**src/rtl/muldiv_sequencer.sv**
```systemverilog
// Iterative RV32M multiply/divide unit: one result bit per cycle, with the
// divide-by-zero and signed-overflow corner cases answered in a single cycle.
module muldiv_sequencer #(
  parameter int XLEN = 32
) (
  input  logic            clk_i,
  input  logic            rst_ni,
  input  logic            valid_i,
  input  logic [2:0]      funct3_i,
  input  logic [XLEN-1:0] rs1_i,
  input  logic [XLEN-1:0] rs2_i,
  output logic            stall_o,
  output logic            busy_o,
  output logic            done_o,
  output logic [XLEN-1:0] result_o
);

  localparam int CW = $clog2(XLEN) + 1;
  localparam int PW = 2 * XLEN;
  localparam logic [XLEN-1:0] MIN_NEG = {1'b1, {(XLEN-1){1'b0}}};

  typedef enum logic [1:0] {S_IDLE, S_ITER, S_DONE} state_e;

  state_e          state_q, state_d;
  logic [CW-1:0]   cnt_q, cnt_d;
  logic [2:0]      op_q, op_d;
  logic            neg_q, neg_d;
  logic            special_q, special_d;
  logic [XLEN-1:0] opb_q, opb_d;
  logic [XLEN-1:0] hi_q, hi_d;
  logic [XLEN-1:0] lo_q, lo_d;

  logic            is_div, a_signed, b_signed, a_neg, b_neg;
  logic            div_zero, div_ovf;
  logic [XLEN-1:0] a_mag, b_mag;
  logic [XLEN:0]   mul_sum, div_rsh, div_diff;
  logic [PW-1:0]   prod, prod_fix;
  logic [XLEN-1:0] div_sel, result_c;

  // Operand decode for the acceptance cycle
  assign is_div   = funct3_i[2];
  assign a_signed = (funct3_i != 3'd3) && (funct3_i != 3'd5) && (funct3_i != 3'd7);
  assign b_signed = (funct3_i == 3'd0) || (funct3_i == 3'd1) ||
                    (funct3_i == 3'd4) || (funct3_i == 3'd6);
  assign a_neg    = a_signed & rs1_i[XLEN-1];
  assign b_neg    = b_signed & rs2_i[XLEN-1];
  assign a_mag    = a_neg ? (~rs1_i + XLEN'(1)) : rs1_i;
  assign b_mag    = b_neg ? (~rs2_i + XLEN'(1)) : rs2_i;
  assign div_zero = is_div & (rs2_i == '0);
  assign div_ovf  = is_div & ~funct3_i[0] & (rs1_i == MIN_NEG) & (&rs2_i);

  // Multiply keeps {hi,lo} as product:multiplier; divide keeps remainder:quotient
  assign mul_sum  = {1'b0, hi_q} + (lo_q[0] ? {1'b0, opb_q} : {(XLEN+1){1'b0}});
  assign div_rsh  = {hi_q, lo_q[XLEN-1]};
  assign div_diff = div_rsh - {1'b0, opb_q};

  assign prod     = {hi_q, lo_q};
  assign prod_fix = neg_q ? (~prod + PW'(1)) : prod;
  assign div_sel  = op_q[1] ? hi_q : lo_q;

  always_comb begin
    state_d   = state_q;
    cnt_d     = cnt_q;
    op_d      = op_q;
    neg_d     = neg_q;
    special_d = special_q;
    opb_d     = opb_q;
    hi_d      = hi_q;
    lo_d      = lo_q;
    result_c  = '0;
    case (state_q)
      S_IDLE: begin
        if (valid_i) begin
          op_d      = funct3_i;
          neg_d     = (is_div & funct3_i[1]) ? a_neg : (a_neg ^ b_neg);
          special_d = 1'b0;
          hi_d      = '0;
          cnt_d     = CW'(XLEN);
          state_d   = S_ITER;
          if (is_div) begin
            opb_d = b_mag;
            lo_d  = a_mag;
          end else begin
            opb_d = a_mag;
            lo_d  = b_mag;
          end
          if (div_zero) begin
            special_d = 1'b1;
            lo_d      = funct3_i[1] ? rs1_i : '1;
            state_d   = S_DONE;
          end else if (div_ovf) begin
            special_d = 1'b1;
            lo_d      = funct3_i[1] ? '0 : rs1_i;
            state_d   = S_DONE;
          end
        end
      end
      S_ITER: begin
        cnt_d = cnt_q - CW'(1);
        if (op_q[2]) begin
          if (!div_diff[XLEN]) begin
            hi_d = div_diff[XLEN-1:0];
            lo_d = {lo_q[XLEN-2:0], 1'b1};
          end else begin
            hi_d = div_rsh[XLEN-1:0];
            lo_d = {lo_q[XLEN-2:0], 1'b0};
          end
        end else begin
          hi_d = mul_sum[XLEN:1];
          lo_d = {mul_sum[0], lo_q[XLEN-1:1]};
        end
        // A dropped valid means the core flushed the instruction
        if (!valid_i) begin
          state_d = S_IDLE;
        end else if (cnt_q == CW'(1)) begin
          state_d = S_DONE;
        end
      end
      S_DONE: begin
        state_d = S_IDLE;
        if (special_q) begin
          result_c = lo_q;
        end else if (op_q[2]) begin
          result_c = neg_q ? (~div_sel + XLEN'(1)) : div_sel;
        end else if (op_q == 3'd0) begin
          result_c = prod_fix[XLEN-1:0];
        end else begin
          result_c = prod_fix[PW-1:XLEN];
        end
      end
      default: state_d = S_IDLE;
    endcase
  end

  always_ff @(posedge clk_i or negedge rst_ni) begin
    if (!rst_ni) begin
      state_q   <= S_IDLE;
      cnt_q     <= '0;
      op_q      <= '0;
      neg_q     <= 1'b0;
      special_q <= 1'b0;
      opb_q     <= '0;
      hi_q      <= '0;
      lo_q      <= '0;
    end else begin
      state_q   <= state_d;
      cnt_q     <= cnt_d;
      op_q      <= op_d;
      neg_q     <= neg_d;
      special_q <= special_d;
      opb_q     <= opb_d;
      hi_q      <= hi_d;
      lo_q      <= lo_d;
    end
  end

  assign done_o   = (state_q == S_DONE);
  assign busy_o   = (state_q != S_IDLE);
  assign stall_o  = valid_i & ~done_o;
  assign result_o = result_c;

endmodule

```
**config.mk**
```make
export PLATFORM = sky130hd
export DESIGN_NAME = muldiv_sequencer
export DESIGN_NICKNAME = d
export VERILOG_FILES = /design/src/rtl/muldiv_sequencer.sv
export SDC_FILE = /design/constraint.sdc
export NUM_CORES = 1
export LEC_CHECK = 0
export CORE_MARGIN = 4
export CORE_UTILIZATION = 35
export DETAILED_ROUTE_END_ITERATION = 7
export SKIP_CTS_REPAIR_TIMING = 1
export SYNTH_ARGS = -nofsm -noshare
export SYNTH_HDL_FRONTEND = slang
export SYNTH_SLANG_ARGS = --single-unit
export TNS_END_PERCENT = 5
```
**constraint.sdc**
```tcl
create_clock -name clk_i -period 6.9 [get_ports clk_i]
set_input_delay 1.38 -clock clk_i [delete_from_list [all_inputs] [get_ports clk_i]]
set_output_delay 1.38 -clock clk_i [all_outputs]
set_load 0.01 [all_outputs]
```
==> reports/summary.txt <==
Crit-path max FO - 9
Data arrival, critical path - 4640 ps
Syn Area/Cell - 7.19 um2
Internal power - 2.57 mW
Flop pwr share - 23.7%
Layout cells sized above 1 - 5.41%
Fraction of registers with async set/reset - 100%
Most used flip-flop cell after synthesis - dfrtp_1
NumNets Final - 2170
Root buffer cell - clkbuf_16
RSZ-0062 raised after global routing - false
Clk slew on worst S/H paths - 80 ps
Critical Path End Type - output pin
H-tree depth - 3
Slowest cell on crit path - or4_1
Clk pwr share - 9.5%
Detail Route Antenna Nets - 0
Status - completed
CTS Buf Count - 9
Final clock skew - 17.9 ps
Clk_lat worst skew - 370 ps
Fin crit period - 6020 ps
Clock sinks - 109
Initial Utilization - 35.7%
# diodes - 0
Area of the multi-input gates - 0.0111 mm2
Top Ports - 105
I/O Buffers - 104
WL/cell - 23.6 um
DRC errors left - 0
Final WL - 60400 um
Synth cell count leaders - 201 x o21ai_0, 188 x nor2_1, 183 x a21oi_1
Worst path top cell family by delay - simple AND/OR/NAND/NOR gates
Synth Cell Area - 0.0147 mm2
Max Root-Sink Buffers - 2
Setup CP Type - flip-flop to output pin
1st-iter DRT viols - 1926
Largest net degree at the start of global routing - 95
Final max-slew violation count - 0
Gate power share - 66.8%
CP Buf/Inv Count - 1
Routed via count - 15974
CP cell instances - nor4_2 -> nand4_1 -> or4_1 -> or4_4 -> o31a_1 -> xor2_1 -> a21oi_1 -> o21ai_1 -> o211a_1 -> clkdlybuf4s50_1
Final Util - 39.7%
Vias in the first global route - 15129
Area Growth Syn to Fin - 11.1%
Die area - 0.0453 mm2
Final setup vio count - 0
Post-synth top area share - 18.6%
Synthesis-stage register bit count - 109
Flop-to-flop setup slack - 2600 ps
Ranking of synthesized cells by area - dfrtp_1 19%, o21ai_0 6.9%, a21oi_1 6.2%
Max cap viols - 0
Design Power - 5.63 mW
Post-synth EDFFs - 0
Net Switching - 3.05 mW
Die Span Y - 213 um
Die W - 213 um
Peak VDD IR - 0.174 mV
Vias per cell - 6.23
CP required - 5520 ps
Period utilisation layout - 87.2%
CORE AREA - 0.0411 mm2
Synth warn - 0
Post-synthesis cell type count - 76
Setup TNS - 0 ps
Most common cell in the synthesized netlist - o21ai_0
Max Clock Freq - 166 MHz
Slew headroom - 16.5%
Register area share after synthesis - 18.6%
Congestion Overflow GR - 0
Row count - 74
Critical path's largest stage delay - 730 ps
RD Place Congestion - 1.04
Mapped Cells - 2043
Most area-hungry cell type in the Yosys netlist - dfrtp_1
Leakage power - 6.55 nW
Worst-Margin Slew - 1250 ps
Net Sw Frac - 54.3%
Final Hold Viols - 0
HP Class - flip-flop to flip-flop
PwrDens - 345 mW/mm2
Initial antenna violation count - 0
Fillers - 4329
Startpoint types - flip-flop
TritonRoute pass-1 iters - 8
Overall Global Routing Usage - 26.0%
First-pass GRT wire length - 91900 um
Register cell area after layout - 0.00273 mm2
Syn nets - 2186
Detail Placement HPWL - 46400 um
CTS tree - done
==> layer usage <==
layer | GRT usage [%] | vias to the layer above | wire, um
li1 | - | 7445 | -
met1 | 37.2 | 7589 | 27100
met2 | 39.4 | 816 | 25800
met3 | 3.31 | 124 | 4550
met4 | 11.4 | 0 | 2910
met5 | 0 | - | 0
==> power groups by stage <==
stage | logic, mW | registers, mW | clock network (mW)
5_1_grt | 4.12 | 1.36 | 0.566
3_5_place_dp | 3.67 | 1.32 | 0
4_1_cts | 3.69 | 1.31 | 0.544
3_3_place_gp | 3.65 | 1.32 | 0
6_report | 3.76 | 1.33 | 0.533
2_1_floorplan | 2.93 | 0.970 | 0
==> layout make-up <==
cell class	count	share of cell area [%]
flip-flops and latches	109	16.8
inverters	78	1.80
multi-input cells	1693	67.8
clock inverters	7	0.345
repair buffers	136	7.81
clock buffers	9	1.38
well taps	532	4.08
==> kinds of logic (layout without fill, tap and decap cells) <==
family	count (synthesis)	after routing	synth area share, %
AO/OA/AOI/OAI	699	699	29.8
multiplexers	98	98	6.82
XOR/XNOR	188	188	11.2
AND/OR/NAND/NOR	635	635	21.0
flip-flops	109	109	18.6
adder cells (fa/ha/maj)	73	73	6.32
buffers and inverters	241	230	6.25
==> flip-flops by register name (all words and copies together), names as in the netlist <==
name,flops
cnt_q,6
hi_q,32
lo_q,32
neg_q,1
op_q,3
opb_q,32
special_q,1
state_q,2
==> worst paths after layout <==
check,from,to,depth (start not counted)
min,opb_q[8]$_DFFE_PN0P_,opb_q[8]$_DFFE_PN0P_,2
max in group asynchronous,rst_ni,op_q[1]$_DFFE_PN0P_,2
max reg2reg,lo_q[31]$_DFFE_PN0P_,hi_q[26]$_DFFE_PN0P_,12
min reg2reg,opb_q[8]$_DFFE_PN0P_,opb_q[8]$_DFFE_PN0P_,2
max,lo_q[4]$_DFFE_PN0P_,result_o[26],10
min in group asynchronous,rst_ni,opb_q[16]$_DFFE_PN0P_,1
==> layout by cell type, fill, tap and decap left out, types with 8 or more instances in the layout <==
cell,synthesis,final
or4_1,13,13
nor2_1,188,186
o21a_1,15,15
nand3b_1,9,9
o41ai_1,11,11
nor4_1,16,16
nor2b_1,9,9
and3_1,14,14
clkbuf_16,0,9
and2_1,13,12
or2_2,16,16
a211oi_1,26,26
nand4_1,28,28
clkdlybuf4s50_1,0,102
nand3_1,36,36
or3_1,20,20
mux2_2,16,16
mux2i_1,82,82
a21o_1,29,29
o21ai_0,201,201
o31ai_1,32,32
buf_4,0,33
a22oi_1,27,27
ha_1,71,71
xor2_1,89,89
inv_1,77,77
a31oi_1,35,35
xnor2_1,99,98
o22ai_1,18,18
o21bai_1,8,8
o211ai_1,23,23
nand2b_1,25,24
a21oi_1,183,183
nand2_1,166,165
o221ai_1,27,27
nor3_1,53,52
dfrtp_1,109,106
==> tightest hold or removal path, stage by stage (launching register included) <==
cell and delay, ps:
dfrtp_1 340, nand2_1 50, o21ai_0 60
==> metrics by stage <==
stage          instances  cell area, um2  setup WS, ps  hold slack (ps)
3_3_place_gp        2548           16000          1450              464
2_1_floorplan       2043           14700          1280              446
3_5_place_dp        2548           16000          1340              473
6_report            2564           16300           881              482
4_1_cts             2564           16300           910              485
5_1_grt             2564           16300           768              522
Power figures use the tool's default switching activity.
